## config.mk

```make
export PLATFORM = sky130hd
export DESIGN_NAME = demux1to2_stream_flat
export DESIGN_NICKNAME = d
export VERILOG_FILES = /design/src/rtl/demux1to2_stream_if.sv /design/src/rtl/demux1to2_stream.sv /design/src/flat_wrapper.sv
export SDC_FILE = /design/constraint.sdc
export NUM_CORES = 1
export LEC_CHECK = 0
export BUFFER_PORTS_ARGS = -buffer_cell sky130_fd_sc_hd__buf_2
export CORE_MARGIN = 2
export CORE_UTILIZATION = 49
export DETAILED_ROUTE_END_ITERATION = 10
export GPL_TIMING_DRIVEN = 0
export PLACE_DENSITY = 0.72
export SYNTH_ARGS = -nofsm -noshare
export SYNTH_HDL_FRONTEND = slang
export SYNTH_SLANG_ARGS = --single-unit
export TNS_END_PERCENT = 50
```

## constraint.sdc

```tcl
create_clock -name clk -period 7.7 [get_ports clk]
set_clock_uncertainty 0.15 [all_clocks]
set_input_delay 0.77 -clock clk [delete_from_list [all_inputs] [get_ports clk]]
set_output_delay 0.77 -clock clk [all_outputs]
set_load 0.1 [all_outputs]
```

## src/rtl/demux1to2_stream_if.sv

```systemverilog
// Handshake bundle for demux1to2_stream: one valid/ready input stream and two valid/ready output streams.
// master = producer/consumer side, slave = demux side.
interface demux1to2_stream_if #(
  parameter int K = 24
);
  logic [K-1:0] d;
  logic         sel;
  logic         in_valid;
  logic         in_ready;
  logic [K-1:0] oa;
  logic         valid_a;
  logic         ready_a;
  logic [K-1:0] ob;
  logic         valid_b;
  logic         ready_b;

  modport master (
    output d, sel, in_valid, ready_a, ready_b,
    input  in_ready, oa, valid_a, ob, valid_b
  );

  modport slave (
    input  d, sel, in_valid, ready_a, ready_b,
    output in_ready, oa, valid_a, ob, valid_b
  );
endinterface

```

## src/rtl/demux1to2_stream.sv

```systemverilog
// Registered 1-to-2 stream demux: each accepted word is steered by sel into per-channel FIFO A (sel=0) or B (sel=1).
// Optional macro DEMUX_CNT_EN adds 16-bit wrapping pop counters cnt_a/cnt_b.
module demux1to2_stream #(
  parameter int K     = 24,
  parameter int DEPTH = 2
) (
  input  logic                 clk,
  input  logic                 rst_n,
  demux1to2_stream_if.slave    bus
`ifdef DEMUX_CNT_EN
  ,
  output logic [15:0]          cnt_a,
  output logic [15:0]          cnt_b
`endif
);

  localparam int AW = $clog2(DEPTH);
  localparam logic [AW:0] FULL_CNT = (AW+1)'(DEPTH);

  logic [1:0]        full;
  logic [1:0]        valid;
  logic [1:0]        ready;
  logic [1:0]        push;
  logic [1:0]        pop;
  logic [1:0][K-1:0] head;
  logic              accept;

  // in_ready depends combinationally on sel; a full channel never accepts, even while popping
  assign bus.in_ready = rst_n & ~full[bus.sel];
  assign accept       = bus.in_valid & bus.in_ready;
  assign push         = {accept & bus.sel, accept & ~bus.sel};
  assign ready        = {bus.ready_b, bus.ready_a};
  assign pop          = valid & ready;

  assign bus.oa      = head[0];
  assign bus.ob      = head[1];
  assign bus.valid_a = valid[0];
  assign bus.valid_b = valid[1];

`ifdef DEMUX_CNT_EN
  logic [1:0][15:0] pop_cnt;
  assign cnt_a = pop_cnt[0];
  assign cnt_b = pop_cnt[1];
`endif

  genvar gi;
  generate
    for (gi = 0; gi < 2; gi++) begin : g_chan
      logic [K-1:0]  mem_reg [DEPTH];
      logic [AW-1:0] wr_ptr_reg;
      logic [AW-1:0] rd_ptr_reg;
      logic [AW:0]   count_reg;
      logic [AW:0]   count_next;

      always_comb begin
        count_next = count_reg;
        if (push[gi] && !pop[gi]) begin
          count_next = count_reg + 1'b1;
        end else if (!push[gi] && pop[gi]) begin
          count_next = count_reg - 1'b1;
        end
      end

      // Pointers wrap naturally because DEPTH is a power of two
      always_ff @(posedge clk) begin
        if (!rst_n) begin
          wr_ptr_reg <= '0;
          rd_ptr_reg <= '0;
          count_reg  <= '0;
        end else begin
          if (push[gi]) wr_ptr_reg <= wr_ptr_reg + 1'b1;
          if (pop[gi])  rd_ptr_reg <= rd_ptr_reg + 1'b1;
          count_reg <= count_next;
        end
      end

      always_ff @(posedge clk) begin
        if (push[gi]) mem_reg[wr_ptr_reg] <= bus.d;
      end

      assign full[gi]  = (count_reg == FULL_CNT);
      assign valid[gi] = (count_reg != '0);
      assign head[gi]  = valid[gi] ? mem_reg[rd_ptr_reg] : '0;

`ifdef DEMUX_CNT_EN
      logic [15:0] pop_cnt_reg;

      always_ff @(posedge clk) begin
        if (!rst_n) begin
          pop_cnt_reg <= '0;
        end else if (pop[gi]) begin
          pop_cnt_reg <= pop_cnt_reg + 16'd1;
        end
      end

      assign pop_cnt[gi] = pop_cnt_reg;
`endif
    end
  endgenerate

endmodule

```

## src/flat_wrapper.sv

```systemverilog
// flat-port wrapper written by rule: the top's interface ports become plain ports
module demux1to2_stream_flat 
#(
  parameter int K     = 24,
  parameter int DEPTH = 2
)
  (clk, rst_n, bus_d, bus_sel, bus_in_valid, bus_ready_a, bus_ready_b, bus_in_ready, bus_oa, bus_valid_a, bus_ob, bus_valid_b);
  demux1to2_stream_if #(.K(K)) bus_i ();
  input  logic clk;
  input  logic rst_n;
  input wire logic [$bits(bus_i.d)-1:0] bus_d;
  input wire logic [$bits(bus_i.sel)-1:0] bus_sel;
  input wire logic [$bits(bus_i.in_valid)-1:0] bus_in_valid;
  input wire logic [$bits(bus_i.ready_a)-1:0] bus_ready_a;
  input wire logic [$bits(bus_i.ready_b)-1:0] bus_ready_b;
  output wire logic [$bits(bus_i.in_ready)-1:0] bus_in_ready;
  output wire logic [$bits(bus_i.oa)-1:0] bus_oa;
  output wire logic [$bits(bus_i.valid_a)-1:0] bus_valid_a;
  output wire logic [$bits(bus_i.ob)-1:0] bus_ob;
  output wire logic [$bits(bus_i.valid_b)-1:0] bus_valid_b;
  assign bus_i.d = bus_d;
  assign bus_i.sel = bus_sel;
  assign bus_i.in_valid = bus_in_valid;
  assign bus_i.ready_a = bus_ready_a;
  assign bus_i.ready_b = bus_ready_b;
  assign bus_in_ready = bus_i.in_ready;
  assign bus_oa = bus_i.oa;
  assign bus_valid_a = bus_i.valid_a;
  assign bus_ob = bus_i.ob;
  assign bus_valid_b = bus_i.valid_b;
  demux1to2_stream #(.K(K), .DEPTH(DEPTH)) u_core (.clk(clk), .rst_n(rst_n), .bus(bus_i));
endmodule
```

### After elaboration in Yosys (flattened, before gate mapping)

Memories as Yosys holds them, arrays and structs flattened. A register that Yosys moved wholly into a read port is not among the register bits.
Index checks and enable logic that the tools add are counted.

| storage, ports and cells | value |
|---|---|
| bits in registers | 8 |
| bits in writable memories | 96 |
| input port bits | 30 |
| output and inout port bits | 51 |
| word-level logic and storage cells | 54 |
| memories | 2 |

| operators by class | value |
|---|---|
| add/subtract/negate cells | 8 |
| order comparisons | 1 |
| equality and inequality tests | 2 |
| multiplexer cells | 16 |
| bitwise logic cells | 7 |
| reduce and logical (&&, ||, !) cells | 12 |

Memories:

| name | depth | width | rd ports | clocked after Yosys merged registers in | wr ports | RTL line | text |
|---|---|---|---|---|---|---|---|
| u_core.g_chan[0].mem_reg | 2 | 24 | 1 | 1 | 1 | demux1to2_stream.sv:49 | `logic [K-1:0] mem_reg [DEPTH];` |
| u_core.g_chan[1].mem_reg | 2 | 24 | 1 | 1 | 1 | demux1to2_stream.sv:49 |  |

Operators by type and width:

| kind | number |
|---|---|
| two-way mux 24 bit | 2 |
| two-way mux 1 bit | 10 |
| two-way mux 2 bit | 4 |
| nonzero test 2 bit | 4 |
| adder 1 bit, second input constant | 4 |
| adder 2 x 1 -> 2 bit, second input constant | 2 |
| AND 1 bit | 4 |
| equality test 2 bit, second input constant | 2 |
| logical AND 1 bit | 4 |
| logical NOT 1 bit | 4 |
| subtractor 2 x 1 -> 2 bit, second input constant | 2 |
| AND 2 bit | 1 |
| < comparator 1 x 2 -> 1 bit, second input constant | 1 |
| inverter 1 bit | 2 |

### Depth between registers and ports, before layout

| depth | value |
|---|---|
| depth in word-level cells | 11 |
| gate-level depth with buffers | 6 |
| depth with buffers taken out | 6 |

### Least setup slack after synthesis

No wires, ideal clock.

| timing | value |
|---|---|
| path type | input port to flip-flop |
| start point | input bus_sel |
| end point | memory u_core.g_chan[0].mem_reg[0][0] (enable) |
| library setup time | 466 ps |
| arrival | 3306 ps |
| path slack | 3779 ps |
| cell stages on the path | 2 |
| path buffers | 0 |
| cell sequence | nand2b_1 > nor4_1 |

| on the way | value |
|---|---|
| cells in the longest elaborated chain, start to end | 8 |

Ends and longest elaborated chain:

| what | RTL line | text |
|---|---|---|
| start: declaration | flat_wrapper.sv:12 | `input wire logic [$bits(bus_i.sel)-1:0] bus_sel;` |
| two-way mux 1 bit (not written as such) (2 in series) | demux1to2_stream.sv:29 | `assign bus.in_ready = rst_n & ~full[bus.sel];` |
| inverter 1 bit | demux1to2_stream.sv:29 |  |
| AND 1 bit | demux1to2_stream.sv:29 |  |
| AND 1 bit | demux1to2_stream.sv:30 | `assign accept = bus.in_valid & bus.in_ready;` |
| AND 1 bit (*) | demux1to2_stream.sv:31 | `assign push = {accept & bus.sel, accept & ~bus.sel};` |
| two-way mux 1 bit (*) | demux1to2_stream.sv:78 | `if (push[gi]) mem_reg[wr_ptr_reg] <= bus.d;` |
| two-way mux 1 bit (not written as such) (*) | demux1to2_stream.sv:78 |  |
| end: declaration | demux1to2_stream.sv:49 |  |

Mark *: on every way between the ends. The rest lies on a longest branch, timed or not. The select of a mux whose other input is x is not followed.

### Worst setup path after layout

| timing | value |
|---|---|
| start point | register u_core.g_chan[1].count_reg[0] |
| end point | output bus_ob[7] |

| on the way | value |
|---|---|
| cells in the longest elaborated chain, start to end | 2 |

Ends and longest elaborated chain:

| what | RTL line | text |
|---|---|---|
| start: declaration | demux1to2_stream.sv:52 | `logic [AW:0] count_reg;` |
| start signal: assignment | demux1to2_stream.sv:73 | `count_reg <= count_next;` |
| nonzero test 2 bit | demux1to2_stream.sv:82 | `assign valid[gi] = (count_reg != '0);` |
| two-way mux 24 bit | demux1to2_stream.sv:83 | `assign head[gi] = valid[gi] ? mem_reg[rd_ptr_reg] : '0;` |
| end: declaration | flat_wrapper.sv:19 | `output wire logic [$bits(bus_i.ob)-1:0] bus_ob;` |

No other way between the ends.

==> flow_metrics.tcl <==
set metrics [dict create \
    crit_path_cell_trace "nor2_1 > buf_2 > nor2_1 > buf_2" \
    die_y_um 95.2 \
    hold_viol_final 0 \
    cts_root_buffer "clkbuf_8" \
    rows 33 \
    synth.distinct_cells 21 \
    diodes 0 \
    numCtsBuffers 9 \
    rsz0062_at_grt "no" \
    worstPathRequired_ns 6.78 \
    post-route-util 0.596 \
    hp-class "register to register" \
    fin_nets 387 \
    netlist_area_mm2 0.00408 \
    grt-ovfl-total 0 \
    ff2ff_setup_slack_ns 5.36 \
    die-area_mm2 0.00906 \
    avgViaCountPerCell 5.02 \
    wl_met2_um 3720 \
    largest_reg_flops 96 \
    antenna_found_initial 0 \
    ant_nets 0 \
    syn_area_per_cell_um2 15.8 \
    routabilityCongestion 0.701 \
    cts_resized 0 \
    slew_violations 0 \
    nFillCells 647 \
    fmax_mhz 351 \
    dieWidth_um 95.2 \
    grtUsageTotal 0.177 \
    final.setup.tns_ns 0 \
    period_needed_ns 2.85 \
    wl_met3_um 371 \
    critical_path_class "register to output pin" \
    fin_ws_ns 4.85 \
    path_clk_slew_ns 0.10 \
    synth_nets 290 \
    clk_path_buf_depth 2 \
    whs_ns 0.368 \
    synth_area_leader_cell "edfxtp_1" \
    finalCritPeriodShare 0.370 \
    max-slew-margin-rel 0.148 \
    drt_first_pass_iters 4 \
    clock_latency_ns 0.37 \
    yosys_register_bits 106 \
    start_util 0.501 \
    critPathArrivalTime_ns 1.93 \
    dr.first_iter.drc_count 107 \
    wl_um 7490 \
    ys_top_cells_by_area "edfxtp_1 (71%), mux2i_1 (12%), nor2_1 (5.2%)" \
    detail_route.wl_per_cell_um 16.1 \
    wirelength_met1_um 3270 \
    clock_sinks 106 \
    maxCapViolCount 0 \
    cp_slowest_stage_delay_ns 0.43 \
    status "completed" \
    netlist_instances 258 \
    netlist.area_leader.share 0.707 \
    finalSetupViolCount 0 \
    grt_pass1_wl_um 11500 \
    ys_seq_area_frac 0.756 \
    drc 0 \
    worst_pin_slew_ns 1.28 \
    grt_pass1_vias 2288 \
    vias 2333 \
    syn_to_final_growth_pct 19.0 \
    crit_slowest_cell "nor2_1" \
    pre_cts_ws_ns 4.69 \
    top_layer_used "met4" \
    path_max_fanout 10 \
    grt_max_degree 25 \
    htreeDepth 3 \
    dp_hpwl_um 5040 \
    critPathCaptureType "output pin" \
    cts_tree "yes" \
    drive_gt1_frac 0.322 \
    port_buffers 80 \
    io_pins 81 \
    critPathLaunchType "register" \
    hold_buffers 0 \
    yosysWarnings 0 \
    post_cts_buffers 0 \
    coreArea_mm2 0.00813 \
]
cell usage after synthesis:
master	number
ha_1	2
a21oi_1	4
inv_1	3
nor2_1	57
buf_2	6
nand2_1	1
nor4_1	2
buf_4	4
nor2b_1	1
o21ai_0	6
or3_1	4
nor2b_2	1
dfxtp_1	10
nor3_1	2
mux2_2	1
nand2b_1	1
mux2i_1	48
xor2_1	6
clkbuf_1	1
edfxtp_1	96
and2_1	2
worst paths after layout:
check | startpoint | endpoint | depth (start not counted)
min reg2reg | u_core.g_chan[0].wr_ptr_reg | u_core.g_chan[0].wr_ptr_reg | 2
max | u_core.g_chan[1].count_reg[0] | bus_ob[7] | 4
min | u_core.g_chan[0].wr_ptr_reg | u_core.g_chan[0].wr_ptr_reg | 2
max reg2reg | u_core.g_chan[0].count_reg[0] | u_core.g_chan[0].mem_reg[1][14] | 3
kinds of logic (layout without fill, tap and decap cells):
group / Yosys count / count (layout) / share of synthesized area
mux: 49 / 49 / 0.121
simple gates: 71 / 71 / 0.0734
buf+inv: 14 / 116 / 0.0184
xor+xnor: 6 / 6 / 0.0129
fa+ha+maj: 2 / 2 / 0.00614
compound gates: 10 / 10 / 0.0123
flops: 106 / 106 / 0.756
final cells by class:
type                            count  area, µm²  share of cell area
Inverter                            3       11.3             0.00232
Multi-Input combinational cell    138        931               0.192
Tap cell                          105        131              0.0271
Timing Repair Buffer               86        449              0.0926
Clock buffer                        9        124              0.0255
Sequential cell                   106       3080               0.636
Buffer                             11       63.8              0.0132
Clock inverter                      7       57.6              0.0119
through the flow:
stage               instances  cell area, µm²
finish                    465            4850
global placement          443            4610
floorplan                 258            4080
CTS                       465            4850
global route              465            4850
detailed placement        449            4670
worst max-delay path, delay by kind of cell, from the launching register on:
| kind | cells | cell delay (ns) |
|---|---|---|
| buf+inv | 2 | 0.64 |
| simple gates | 2 | 0.53 |
| flops | 1 | 0.38 |
layer usage:
metal / vias up / global-route usage
met5: - / 0
met4: 0 / 0.0725
met3: 11 / 0.0316
met2: 65 / 0.303
met1: 1127 / 0.222
li1: 1130 / -
cell usage in the layout, fill, tap and decap left out:
cell         n
a21oi_1      4
inv_8        1
clkinvlp_4   2
o21ai_0      6
nor4_2       2
buf_4        9
inv_1        3
nor2b_1      1
mux2i_1     48
clkinv_2     1
clkbuf_8     9
edfxtp_1    96
xor2_1       6
nand2_1      1
inv_6        3
dfxtp_1     10
nand2b_1     1
and2_1       2
ha_1         2
nor2_1      57
nor2b_2      1
buf_6        1
mux2_2       1
buf_2       86
nor3_1       2
or3_1        4
clkbuf_1     1
Power is left out: the tool's default activity adds up to more than one toggle a clock period on the data nets, which glitch-free logic cannot reach.
